==> src/rtl/pc_pkg.sv <==
// Shared definitions for the program-counter stage and the instruction memory.
package pc_pkg;

    // Run-control state encoding, also visible on the state output.
    typedef enum logic [1:0] {
        PC_RUN   = 2'b00,
        PC_HALT  = 2'b01,
        PC_FAULT = 2'b10
    } pc_state_e;

    // First fetch address: instruction memory word base 0x0010_0000 << 2.
    localparam logic [31:0] DEF_RESET_VECTOR = 32'h0040_0000;
    // Highest legal fetch byte address: instruction memory word 0x0010_0100 << 2.
    localparam logic [31:0] DEF_PC_LIMIT     = 32'h0040_0400;

    // A fetch address is usable only if word aligned and inside the memory window.
    function automatic logic is_legal_pc(input logic [31:0] pc,
                                         input logic [31:0] lo,
                                         input logic [31:0] hi);
        return (pc[1:0] == 2'b00) && (pc >= lo) && (pc <= hi);
    endfunction

endpackage

==> src/rtl/pc_unit_if.sv <==
// Control/datapath inputs and fetch/status outputs of the program-counter stage.
interface pc_unit_if;
    logic        stall;
    logic        branch_taken;
    logic [15:0] branch_imm;
    logic        jump;
    logic [25:0] jump_target;
    logic        jump_reg;
    logic [31:0] reg_target;
    logic        halt_req;
    logic [31:0] curr_pc;
    logic [31:0] pc_plus4;
    logic [1:0]  state;
    logic        fault;
    logic [31:0] retired_count;
    logic [31:0] cycle_count;

    // Decode/execute side: drives control decisions, observes the PC.
    modport master (
        output stall, branch_taken, branch_imm, jump, jump_target,
               jump_reg, reg_target, halt_req,
        input  curr_pc, pc_plus4, state, fault, retired_count, cycle_count
    );

    // Program-counter stage itself.
    modport slave (
        input  stall, branch_taken, branch_imm, jump, jump_target,
               jump_reg, reg_target, halt_req,
        output curr_pc, pc_plus4, state, fault, retired_count, cycle_count
    );
endinterface

==> src/rtl/next_pc_calc.sv <==
// Combinational next-PC selection and legality check.
module next_pc_calc
    import pc_pkg::*;
#(
    parameter logic [31:0] RESET_VECTOR = DEF_RESET_VECTOR,
    parameter logic [31:0] PC_LIMIT     = DEF_PC_LIMIT
) (
    input  logic [31:0] curr_pc_i,
    input  logic        branch_taken_i,
    input  logic [15:0] branch_imm_i,
    input  logic        jump_i,
    input  logic [25:0] jump_target_i,
    input  logic        jump_reg_i,
    input  logic [31:0] reg_target_i,
    output logic [31:0] next_pc_o,
    output logic [31:0] pc_plus4_o,
    output logic        next_pc_legal_o
);

    logic [31:0] branch_off;

    assign pc_plus4_o = curr_pc_i + 32'd4;
    // Word offset scaled to bytes; the sum wraps silently.
    assign branch_off = {{14{branch_imm_i[15]}}, branch_imm_i, 2'b00};

    // Priority: jr over j/jal over taken branch over fall-through.
    always_comb begin
        next_pc_o = pc_plus4_o;
        if (jump_reg_i) begin
            next_pc_o = reg_target_i;
        end else if (jump_i) begin
            next_pc_o = {pc_plus4_o[31:28], jump_target_i, 2'b00};
        end else if (branch_taken_i) begin
            next_pc_o = pc_plus4_o + branch_off;
        end
    end

    assign next_pc_legal_o = is_legal_pc(next_pc_o, RESET_VECTOR, PC_LIMIT);

endmodule

==> src/rtl/pc_unit.sv <==
// Program-counter stage: PC register, run/halt/fault control and counters.
module pc_unit
    import pc_pkg::*;
#(
    parameter logic [31:0] RESET_VECTOR = DEF_RESET_VECTOR,
    parameter logic [31:0] PC_LIMIT     = DEF_PC_LIMIT
) (
    input  logic     clk,
    input  logic     rst_n,
    pc_unit_if.slave bus
);

    pc_state_e   state_q;
    logic        fault_q;
    logic [31:0] pc_q;
    logic [31:0] retired_q;
    logic [31:0] cycle_q;
    logic [31:0] pc_d;
    logic [31:0] pc_plus4_d;
    logic        legal_d;

    next_pc_calc #(
        .RESET_VECTOR (RESET_VECTOR),
        .PC_LIMIT     (PC_LIMIT)
    ) u_calc (
        .curr_pc_i       (pc_q),
        .branch_taken_i  (bus.branch_taken),
        .branch_imm_i    (bus.branch_imm),
        .jump_i          (bus.jump),
        .jump_target_i   (bus.jump_target),
        .jump_reg_i      (bus.jump_reg),
        .reg_target_i    (bus.reg_target),
        .next_pc_o       (pc_d),
        .pc_plus4_o      (pc_plus4_d),
        .next_pc_legal_o (legal_d)
    );

    // Run-control FSM with PC and counters; HALT/FAULT freeze everything until reset.
    always_ff @(posedge clk) begin
        if (!rst_n) begin
            state_q   <= PC_RUN;
            fault_q   <= 1'b0;
            pc_q      <= RESET_VECTOR;
            retired_q <= '0;
            cycle_q   <= '0;
        end else begin
            case (state_q)
                PC_RUN: begin
                    cycle_q <= cycle_q + 32'd1;
                    if (!bus.stall) begin
                        if (bus.halt_req) begin
                            // The exit syscall retires; PC stays on it.
                            state_q   <= PC_HALT;
                            retired_q <= retired_q + 32'd1;
                        end else if (!legal_d) begin
                            // PC stays on the faulting instruction, which does not retire.
                            state_q <= PC_FAULT;
                            fault_q <= 1'b1;
                        end else begin
                            pc_q      <= pc_d;
                            retired_q <= retired_q + 32'd1;
                        end
                    end
                end
                default: begin
                end
            endcase
        end
    end

    assign bus.curr_pc       = pc_q;
    assign bus.pc_plus4      = pc_plus4_d;
    assign bus.state         = state_q;
    assign bus.fault         = fault_q;
    assign bus.retired_count = retired_q;
    assign bus.cycle_count   = cycle_q;

endmodule
==> src/flat_wrapper.sv <==
// flat-port wrapper written by rule: the top's interface ports become plain ports
module pc_unit_flat import pc_pkg::*;
#(
    parameter logic [31:0] RESET_VECTOR = DEF_RESET_VECTOR,
    parameter logic [31:0] PC_LIMIT     = DEF_PC_LIMIT
)
  (clk, rst_n, bus_stall, bus_branch_taken, bus_branch_imm, bus_jump, bus_jump_target, bus_jump_reg, bus_reg_target, bus_halt_req, bus_curr_pc, bus_pc_plus4, bus_state, bus_fault, bus_retired_count, bus_cycle_count);
  pc_unit_if bus_i ();
  input  logic clk;
  input  logic rst_n;
  input wire logic [$bits(bus_i.stall)-1:0] bus_stall;
  input wire logic [$bits(bus_i.branch_taken)-1:0] bus_branch_taken;
  input wire logic [$bits(bus_i.branch_imm)-1:0] bus_branch_imm;
  input wire logic [$bits(bus_i.jump)-1:0] bus_jump;
  input wire logic [$bits(bus_i.jump_target)-1:0] bus_jump_target;
  input wire logic [$bits(bus_i.jump_reg)-1:0] bus_jump_reg;
  input wire logic [$bits(bus_i.reg_target)-1:0] bus_reg_target;
  input wire logic [$bits(bus_i.halt_req)-1:0] bus_halt_req;
  output wire logic [$bits(bus_i.curr_pc)-1:0] bus_curr_pc;
  output wire logic [$bits(bus_i.pc_plus4)-1:0] bus_pc_plus4;
  output wire logic [$bits(bus_i.state)-1:0] bus_state;
  output wire logic [$bits(bus_i.fault)-1:0] bus_fault;
  output wire logic [$bits(bus_i.retired_count)-1:0] bus_retired_count;
  output wire logic [$bits(bus_i.cycle_count)-1:0] bus_cycle_count;
  assign bus_i.stall = bus_stall;
  assign bus_i.branch_taken = bus_branch_taken;
  assign bus_i.branch_imm = bus_branch_imm;
  assign bus_i.jump = bus_jump;
  assign bus_i.jump_target = bus_jump_target;
  assign bus_i.jump_reg = bus_jump_reg;
  assign bus_i.reg_target = bus_reg_target;
  assign bus_i.halt_req = bus_halt_req;
  assign bus_curr_pc = bus_i.curr_pc;
  assign bus_pc_plus4 = bus_i.pc_plus4;
  assign bus_state = bus_i.state;
  assign bus_fault = bus_i.fault;
  assign bus_retired_count = bus_i.retired_count;
  assign bus_cycle_count = bus_i.cycle_count;
  pc_unit #(.RESET_VECTOR(RESET_VECTOR), .PC_LIMIT(PC_LIMIT)) u_core (.clk(clk), .rst_n(rst_n), .bus(bus_i));
endmodule
==> config.mk <==
export PLATFORM = sky130hd
export DESIGN_NAME = pc_unit_flat
export DESIGN_NICKNAME = d
export VERILOG_FILES = /design/src/rtl/pc_pkg.sv /design/src/rtl/pc_unit_if.sv /design/src/rtl/next_pc_calc.sv /design/src/rtl/pc_unit.sv /design/src/flat_wrapper.sv
export SDC_FILE = /design/constraint.sdc
export NUM_CORES = 1
export LEC_CHECK = 0
export ABC_AREA = 1
export BUFFER_PORTS_ARGS = -buffer_cell sky130_fd_sc_hd__buf_4
export CAP_MARGIN = 40
export CORE_ASPECT_RATIO = 1.4
export CORE_MARGIN = 8
export CORE_UTILIZATION = 45
export DETAILED_ROUTE_END_ITERATION = 8
export PLACE_DENSITY = 0.81
export REMOVE_ABC_BUFFERS = 1
export SLEW_MARGIN = 20
export SYNTH_ARGS = -nofsm -noshare
export SYNTH_HDL_FRONTEND = slang
export SYNTH_SLANG_ARGS = --single-unit
==> constraint.sdc <==
create_clock -name clk -period 5.4 [get_ports clk]
set_input_delay 0 -clock clk [delete_from_list [all_inputs] [get_ports clk]]
set_output_delay 0 -clock clk [all_outputs]
set_load 0.02 [all_outputs]
==> metrics, run 1 <==
pre-CTS setup slack between 0.5 and 0.6 ns; total global routing track utilization between 20% and 30%; Die X 135 um; Fmax achieved 207 MHz; clock slew seen by the registers of the worst setup and hold paths ~0.070 ns; clock network fraction of total power a little under two fifths; endpoints failing hold 0; worst path arrival time slightly above 5 ns; Total Nets Final ~1900; root cell of the clock tree sky130_fd_sc_hd__clkbuf_16; Worst Skew approximately 0.0070 ns; Max FO, Critical Path 34; internal portion of total power 1.15 mW; sequential fraction of the synthesis area 22.1%; TritonCTS clock tree done; Port Buf Inserts roughly 210; Leakage ~5.6 nW; synth unique cells 43; synthesized area divided by synthesized cell count ~5.7 um2; Final Slew Violations 0; switching fraction of total power between 20 and 30%; slew at the pin closest to its max-slew limit slightly below 0.7 ns; share of synthesized flip-flops with an asynchronous set or reset 0%; RSZ-0062 raised after global routing false; path class of the lowest-slack min-delay path primary input to register; ratio of routed vias to standard cells ~5.3; sequential fraction of design power around 46%; count of max-cap constraint violations 0; fillers between 1500 and 2000; mean routed wirelength per cell about 16 um; wire length reported by the detailed router 32400 um; worst hold slack after final layout 0.0292 ns; area share of the largest cell type after synthesis between 20% and 30%; leading area contributor after synthesis sky130_fd_sc_hd__dfxtp_1; dpl cells ~2000; Sinks on Clock Net a little under 100; number of buffers inserted to repair setup after CTS 0; total congestion overflow after global routing 0; Register Area slightly below 2000 um2; global-route wire length before repair just over 50000 um; Final min period ~4.8 ns; leading post-synthesis cells by cell area sky130_fd_sc_hd__dfxtp_1, sky130_fd_sc_hd__nand2_1, sky130_fd_sc_hd__inv_1, sky130_fd_sc_hd__nand3_1, sky130_fd_sc_hd__nor2_1; layout cell share with drive strength beyond 1 between 10% and 20%; vias in the first global route 10400; Pre-antenna DRT Iters 7; std cell rows 61; Most used DFF post-synth sky130_fd_sc_hd__dfxtp_1; count leader, synth sky130_fd_sc_hd__nand2_1; pin count of the biggest net entering global routing 48; GPL Wtd Cong about 1.0; final setup slack of the worst path ~0.56 ns; Crit Path Category register to register; area of combinational cells with multiple inputs between 5000 and 6000 um2; overall power consumption around 1.6 mW; initial antenna violation count 1; critical path endpoint category register; TritonCTS Buffers 9; via count 10800; clock latency on the worst-skew pair between 0.3 and 0.4 ns; Starting Density 45.5%; CTS H-tree depth 3; aggregate negative setup slack 0 ns; HPWL after detailed placement 26400 um; data required time at the worst endpoint 5.62 ns; #FFs+latches synth roughly 100; gate count of the mapped netlist between 1500 and 2000; CTS max path bufs 2; DRT iter0 DRCs around 940; outcome complete, no violations; part of the total power dissipated in combinational logic between 10% and 20%; Post-synth EDFFs 0; Setup Viol. Count Final 0; Max-slew headroom 54.3%; Sw Pwr approximately 450 uW; final standard cell count with taps included and fillers excluded between 2000 and 2500; synth cell count leaders sky130_fd_sc_hd__nand2_1, sky130_fd_sc_hd__inv_1, sky130_fd_sc_hd__nand3_1; post-synthesis instance area around 9000 um2; share of the clock period used by the worst path 89.5%; core area slightly below 20000 um2; number of top-level pins ~210; count of synthesis-stage warnings from yosys 0; post-synthesis to final-layout area growth 22.5%; Pwr per Cell Area roughly 150 nW/um2; full die area 24800 um2; remaining design rule violation count 0; startpoint class of the critical path register; VDD IR max ~160 uV; die boundary height 183 um; number of nets still failing antenna checks after routing 0
==> critical path, cell delays in order (launching register included) <==
cell,delay (ns)
sky130_fd_sc_hd__dfxtp_1,0.44
sky130_fd_sc_hd__ha_1,0.27
sky130_fd_sc_hd__nand2_1,0.14
sky130_fd_sc_hd__nor2_1,0.12
sky130_fd_sc_hd__nand2_1,0.15
sky130_fd_sc_hd__nor2_4,0.15
sky130_fd_sc_hd__nand4_1,0.09
sky130_fd_sc_hd__nand2_1,0.13
sky130_fd_sc_hd__inv_1,0.09
sky130_fd_sc_hd__ha_1,0.39
sky130_fd_sc_hd__nand2_1,0.13
sky130_fd_sc_hd__nor2_1,0.14
sky130_fd_sc_hd__inv_1,0.09
sky130_fd_sc_hd__nor3_1,0.38
sky130_fd_sc_hd__nand3_1,0.30
sky130_fd_sc_hd__nand3_1,0.16
sky130_fd_sc_hd__nand3_1,0.08
sky130_fd_sc_hd__a21boi_1,0.23
sky130_fd_sc_hd__nand3_1,0.14
sky130_fd_sc_hd__nor2_2,0.16
sky130_fd_sc_hd__nand3_2,0.13
sky130_fd_sc_hd__nand2_4,0.32
sky130_fd_sc_hd__nand2_4,0.28
sky130_fd_sc_hd__nand2_1,0.14
sky130_fd_sc_hd__a21oi_1,0.07
==> cell usage in the layout (no fill, tap or decap), drive strengths merged, types with 3 or more instances in the layout <==
cell type,n
nor2,170
dfxtp,99
o21a,3
nand3,172
buf,220
clkinv,3
nand4,28
clkbuf,11
nand2,471
or2,6
o21ai,44
and2,6
a21oi,95
nand3b,6
nor3b,4
nor3,47
inv,260
o21bai,6
xnor2,9
a21boi,5
ha,36
xor2,39
nor4,17
clkinvlp,3
==> power by group through the flow <==
stage          Sequential, mW  Combinational (mW)  Clock [mW]
2_1_floorplan           0.764               0.136           0
6_report                0.742               0.272       0.594
5_1_grt                 0.743               0.298       0.637
3_3_place_gp            0.759               0.260           0
4_1_cts                 0.742               0.267       0.604
3_5_place_dp            0.759               0.265           0
==> cell type report <==
type	count	share of cell area (%)
Antenna cell	1	0.0227
Clock buffer	11	2.11
Clock inverter	5	0.364
Inverter	261	8.90
Multi-Input combinational cell	1169	52.5
Sequential cell	99	18.0
Tap cell	252	2.86
Timing Repair Buffer	221	15.2
==> flip-flops by register name (all words and copies together), names as in the netlist <==
name                      cells
u_core.bus.curr_pc           32
u_core.bus.cycle_count       32
u_core.bus.retired_count     32
u_core.bus.state              2
u_core.bus.fault              1
==> cells by family after synthesis <==
logic type      Yosys count  share of synthesized area [%]
xor+xnor                 48                           4.68
fa+ha+maj                37                           5.23
simple gates            927                           45.0
flops                    99                           22.1
compound gates          157                           9.34
buf+inv                 302                           13.7
==> path summary, 6_finish.rpt <==
check                                            from                     endpoint  depth (start not counted)  slack, ns
worst max-delay path            u_core.bus.curr_pc[2]  u_core.bus.retired_count[2]                         24       0.56
worst max register to register  u_core.bus.curr_pc[2]  u_core.bus.retired_count[2]                         24       0.56
worst min register to register       u_core.bus.fault             u_core.bus.fault                          2       0.45
worst min-delay path                bus_reg_target[2]        u_core.bus.curr_pc[2]                          5       0.03
==> timing repair <==
action                                  4_1_cts  5_1_grt
resized for setup                             0        1
hold endpoints to repair                      1        0
hold buffers                                  1        0
endpoints found under the setup margin        0       28
==> per-layer routing <==
metal / GRT usage, % / part of all wire [%]
met3: 5.70 / 8.6
met5: 0 / 0
met1: 27.0 / 37
met4: 15.4 / 5.6
met2: 44.8 / 49
==> metrics by stage <==
stage | cell area (um2) | utilization, %
finish | 11000 | 55.7
global route | 11000 | 55.7
CTS | 11000 | 55.7
detailed placement | 10700 | 54.2
global placement | 10700 | 54.1
floorplan | 8740 | -
(Power assumes the default switching activity.)
==> run 2, diff against run 1 <==
Settings changed: CTS_BUF_LIST set to sky130_fd_sc_hd__clkbuf_8.
==> metrics, run 2 (same netlist as run 1, synthesis figures left out) <==
Pwr per Cell Area ~130 nW/um2; Final Slew Violations 0; dpl cells about 2000; Port Buf Inserts approximately 210; count of max-cap constraint violations 0; area of combinational cells with multiple inputs 5790 um2; full die area ~25000 um2; ratio of routed vias to standard cells roughly 5.3; Register Area 1980 um2; commonest cells after routing, fill and taps aside sky130_fd_sc_hd__nand2_1, sky130_fd_sc_hd__inv_1, sky130_fd_sc_hd__buf_4, sky130_fd_sc_hd__nand3_1, sky130_fd_sc_hd__nor2_1; critical path endpoint category register; Critical Path Source u_core.bus.curr_pc[2]; Sinks on Clock Net around 100; clock slew seen by the registers of the worst setup and hold paths roughly 0.10 ns; cell-by-cell listing of the critical path ha_1 > nand2_1 > nor2_1 > nand2_1 > inv_1 > nand3_1 > nand2_1 > inv_1 > ha_1 > nand2_1 > nor2_1 > inv_1 > nor3_1 > nand3_1 > nand3_1 > nand3_1 > a21boi_1 > nand3_1 > nor2_2 > nand3_2 > nand2_4 > nand2_4 > nand2_1 > a21oi_1; CTS max path bufs 2; total global routing track utilization 25.4%; Total Nets Final about 1900; total congestion overflow after global routing 0; endpoints failing hold 0; die boundary height ~180 um; crit-path max cell delay 0.45 ns; Pre-antenna DRT Iters 6; reg-to-reg critical path startpoint u_core.bus.curr_pc[2]; post-synthesis to final-layout area growth 21.5%; fillers between 2000 and 2500; DRT iter0 DRCs about 950; utilization of the core after routing between 50 and 60%; VDD IR max 142 uV; pin count of the biggest net entering global routing 48; aggregate negative setup slack 0 ns; remaining design rule violation count 0; clock latency on the worst-skew pair 0.36 ns; Starting Density a little under half; Leakage between 5 and 6 nW; data required time at the worst endpoint 5.64 ns; beginning of the worst hold path bus_reg_target[3]; Crit Path Category register to register; HPWL after detailed placement between 20000 and 30000 um; Max-slew headroom roughly 53%; initial antenna violation count 1; vias in the first global route ~10000; TritonCTS clock tree done; Slowest cell on crit path sky130_fd_sc_hd__dfxtp_1; global-route wire length before repair between 50000 and 60000 um; register-to-register setup slack roughly 0.55 ns; root cell of the clock tree sky130_fd_sc_hd__clkbuf_8; Max FO, Critical Path 34; TritonCTS Buffers 9; layout cell share with drive strength beyond 1 15.5%; slew at the pin closest to its max-slew limit ~0.7 ns; core area about 20000 um2; share of the clock period used by the worst path about nine tenths; number of nets still failing antenna checks after routing 0; wire length reported by the detailed router 32300 um; via count 10800; mean routed wirelength per cell about 16 um; startpoint class of the critical path register; Final min period between 4 and 5 ns; std cell rows 61; path class of the lowest-slack min-delay path primary input to register; RSZ-0062 raised after global routing false; final standard cell count with taps included and fillers excluded roughly 2000; most common cell after layout, fill and taps aside sky130_fd_sc_hd__nand2_1; Worst Skew 0.0124 ns; worst path arrival time slightly above 5 ns; Die X between 100 and 150 um; number of top-level pins 212; GPL Wtd Cong 1.01; Fmax achieved about 210 MHz; CTS H-tree depth 3; Setup Viol. Count Final 0; outcome complete, no violations; number of buffers inserted to repair setup after CTS 0
run 2: cell types whose count changed in the layout (fill, tap and decap cells not counted), sizes merged:
cell,change
clkbuf,-2
inv,+2
dlygate4sd3,+1
run 2: metrics by stage:
stage | power, mW | hold slack, ns | cell area [um2] | worst slack (ns)
3_3_place_gp | 1.02 | 0.349 | 10700 | 0.527
4_1_cts | 1.44 | 0.00312 | 10900 | 0.468
6_report | 1.44 | 0.0231 | 10900 | 0.546
5_1_grt | 1.51 | 0.0225 | 10900 | 0.153
2_1_floorplan | 0.900 | 0.0871 | 8740 | 0.960
3_5_place_dp | 1.02 | 0.354 | 10700 | 0.507
run 2: routing by layer:
| metal | part of all wire [%] | GRT usage, % | up-vias | wire length [um] |
|---|---|---|---|---|
| met1 | 37 | 27.0 | 4794 | 11900 |
| met4 | 5.6 | 14.7 | 0 | 1800 |
| li1 | - | - | 5360 | - |
| met3 | 8.8 | 5.75 | 116 | 2840 |
| met2 | 49 | 45.0 | 529 | 15800 |
| met5 | 0 | 0 | - | 0 |
run 2: power by group:
group / switching (mW) / internal [mW] / total, mW / leakage, nW
Sequential: 0.00719 / 0.735 / 0.742 / 0.798
Combinational: 0.167 / 0.105 / 0.272 / 4.69
Clock: 0.258 / 0.166 / 0.423 / 0.0840
run 2: area by class of cell:
cell class	instances	area share [%]
inverters	261	8.97
multi-input cells	1169	53.0
clock inverters	7	0.435
clock buffers	9	1.13
well taps	252	2.89
diodes	1	0.0229
repair buffers	222	15.4
flip-flops and latches	99	18.1
run 2: repair_timing:
item,in CTS,in global routing
resized for setup,0,1
endpoints found under the setup margin,0,29
hold buffers,2,0
endpoints found under the hold margin,2,0
run 2: final timing paths:
path / cells after the start / end
setup / recovery: 24 / u_core.bus.retired_count[2]
hold / removal: 5 / u_core.bus.curr_pc[3]
setup reg to reg: 24 / u_core.bus.retired_count[2]
hold reg to reg: 2 / u_core.bus.fault
run 2: critical path, delay by kind of cell (launching register included):
| kind | cells | cell delay, ns |
|---|---|---|
| buf+inv | 3 | 0.31 |
| compound gates | 2 | 0.30 |
| flops | 1 | 0.45 |
| fa+ha+maj | 2 | 0.63 |
| simple gates | 17 | 3.04 |
==> run 3, diff against run 2 <==
Clock period 5.4 ns to 5.68 ns, I/O delays scaled along.
==> metrics, run 3 (same netlist as run 1, synthesis figures left out) <==
post-synthesis to final-layout area growth 22.1%; Crit Path Category register to register; number of top-level pins 212; endpoints failing hold 0; most common cell after layout, fill and taps aside sky130_fd_sc_hd__nand2_1; HPWL after detailed placement about 27000 um; vias in the first global route about 11000; critical path endpoint category register; Final Slew Violations 0; root cell of the clock tree sky130_fd_sc_hd__clkbuf_8; Sinks on Clock Net 99; worst path arrival time roughly 5.3 ns; CTS max path bufs 2; via count 10800; number of nets still failing antenna checks after routing 0; path class of the lowest-slack min-delay path primary input to register; slew at the pin closest to its max-slew limit 0.722 ns; aggregate negative setup slack 0 ns; Leakage between 5 and 6 nW; mean routed wirelength per cell about 16 um; share of the clock period used by the worst path about nine tenths; total congestion overflow after global routing 0; utilization of the core after routing about 55%; layout cell share with drive strength beyond 1 between 10% and 20%; CTS H-tree depth 3; TritonCTS clock tree done; full die area 24800 um2; met1 usage in global routing between 20% and 30%; Max-slew headroom 51.4%; overall power consumption roughly 1.4 mW; Setup Viol. Count Final 0; Die X between 100 and 150 um; GR met3 Demand/Resource under 10%; Fmax achieved 198 MHz; Final min period roughly 5 ns; Pre-antenna DRT Iters 5; Total Nets Final around 1900; Pwr per Cell Area approximately 130 nW/um2; clock slew seen by the registers of the worst setup and hold paths 0.10 ns; outcome complete, no violations; std cell rows 61; global-route wire length before repair around 52000 um; Max FO, Critical Path 34; die boundary height around 180 um; GPL Wtd Cong between 1 and 1.5; ratio of routed vias to standard cells ~5.3; pin count of the biggest net entering global routing 48; TritonCTS Buffers 9; VDD IR max between 150 and 200 uV; core area slightly below 20000 um2; clock latency on the worst-skew pair 0.38 ns; Starting Density 45.5%; met2 Use GR between 40% and 50%; remaining design rule violation count 0; data required time at the worst endpoint 5.95 ns; count of max-cap constraint violations 0; RSZ-0062 raised after global routing false; total global routing track utilization around a quarter; initial antenna violation count 1; global-route layer with the greatest usage met2; wire length reported by the detailed router 32600 um; Gates resized, CTS repair 0; DRT iter0 DRCs ~790; commonest cells after routing, fill and taps aside sky130_fd_sc_hd__nand2_1, sky130_fd_sc_hd__inv_1, sky130_fd_sc_hd__buf_4, sky130_fd_sc_hd__nand3_1, sky130_fd_sc_hd__nor2_1; startpoint class of the critical path register; Worst Skew ~0.016 ns; Port Buf Inserts about 210
[run 3: cell count changes in the layout (fill, tap and decap cells not counted), sizes merged]
cell         change
buf              -2
bufinv           +1
clkbuf           +1
clkinvlp         -2
dlygate4sd3      +3
[run 3: per-layer routing]
layer	share of wire [%]	up-vias
met5	0	-
met4	5.7	0
met3	7.5	124
met2	50	499
met1	37	4825
li1	-	5357
[run 3: layout make-up]
| class | count | area [um2] |
|---|---|---|
| Inverter | 261 | 980 |
| Sequential cell | 99 | 1980 |
| Fill cell | 1997 | 8800 |
| Tap cell | 252 | 315 |
| Antenna cell | 1 | 2.50 |
| Clock inverter | 6 | 72.6 |
| Multi-Input combinational cell | 1169 | 5780 |
| Timing Repair Buffer | 223 | 1700 |
| Clock buffer | 10 | 138 |
[run 3: what timing repair did]
item                                   CTS  global route
setup buffers                            0             0
endpoints found under the hold margin    5             0
hold buffers                             5             0
[run 3: worst paths after layout]
path | from | endpoint | slack [ns] | cells after the start
min | bus_reg_target[3] | u_core.bus.curr_pc[3] | 0.02 | 5
max | u_core.bus.curr_pc[2] | u_core.bus.retired_count[7] | 0.63 | 24
max reg2reg | u_core.bus.curr_pc[2] | u_core.bus.retired_count[7] | 0.63 | 24
min reg2reg | u_core.bus.fault | u_core.bus.fault | 0.47 | 2
[run 3: through the flow]
step	cell area, um2	worst slack, ns	instances	hold WS (ns)
6_report	11000	0.629	2021	0.0216
5_1_grt	11000	0.163	2021	0.0323
4_1_cts	11000	0.694	2020	0.00569
3_5_place_dp	10700	0.718	1999	0.356
3_3_place_gp	10700	0.788	1998	0.358
2_1_floorplan	8740	1.24	1529	0.0871
[run 3: power by group]
group | internal [mW] | switching [mW]
Combinational | 0.101 | 0.159
Clock | 0.220 | 0.256
Sequential | 0.699 | 0.00655
[run 3: worst max-delay path, cell delays in order (launching register included)]
cell and delay (ns):
sky130_fd_sc_hd__dfxtp_1 0.53, sky130_fd_sc_hd__ha_1 0.30, sky130_fd_sc_hd__nand2_1 0.13, sky130_fd_sc_hd__nor2_1 0.16
sky130_fd_sc_hd__nand2_1 0.13, sky130_fd_sc_hd__inv_1 0.13, sky130_fd_sc_hd__nand3_1 0.09, sky130_fd_sc_hd__nand2_1 0.15
sky130_fd_sc_hd__inv_1 0.09, sky130_fd_sc_hd__ha_1 0.37, sky130_fd_sc_hd__nand2_1 0.11, sky130_fd_sc_hd__nor2_1 0.14
sky130_fd_sc_hd__inv_1 0.09, sky130_fd_sc_hd__nor3_1 0.36, sky130_fd_sc_hd__nand3_1 0.29, sky130_fd_sc_hd__nand3_1 0.16
sky130_fd_sc_hd__nand3_1 0.08, sky130_fd_sc_hd__a21boi_1 0.24, sky130_fd_sc_hd__nand3_1 0.12, sky130_fd_sc_hd__nor2_2 0.15
sky130_fd_sc_hd__nand3_2 0.12, sky130_fd_sc_hd__nand2_4 0.30, sky130_fd_sc_hd__nand2_2 0.42, sky130_fd_sc_hd__nand2_1 0.19
sky130_fd_sc_hd__a21oi_1 0.07
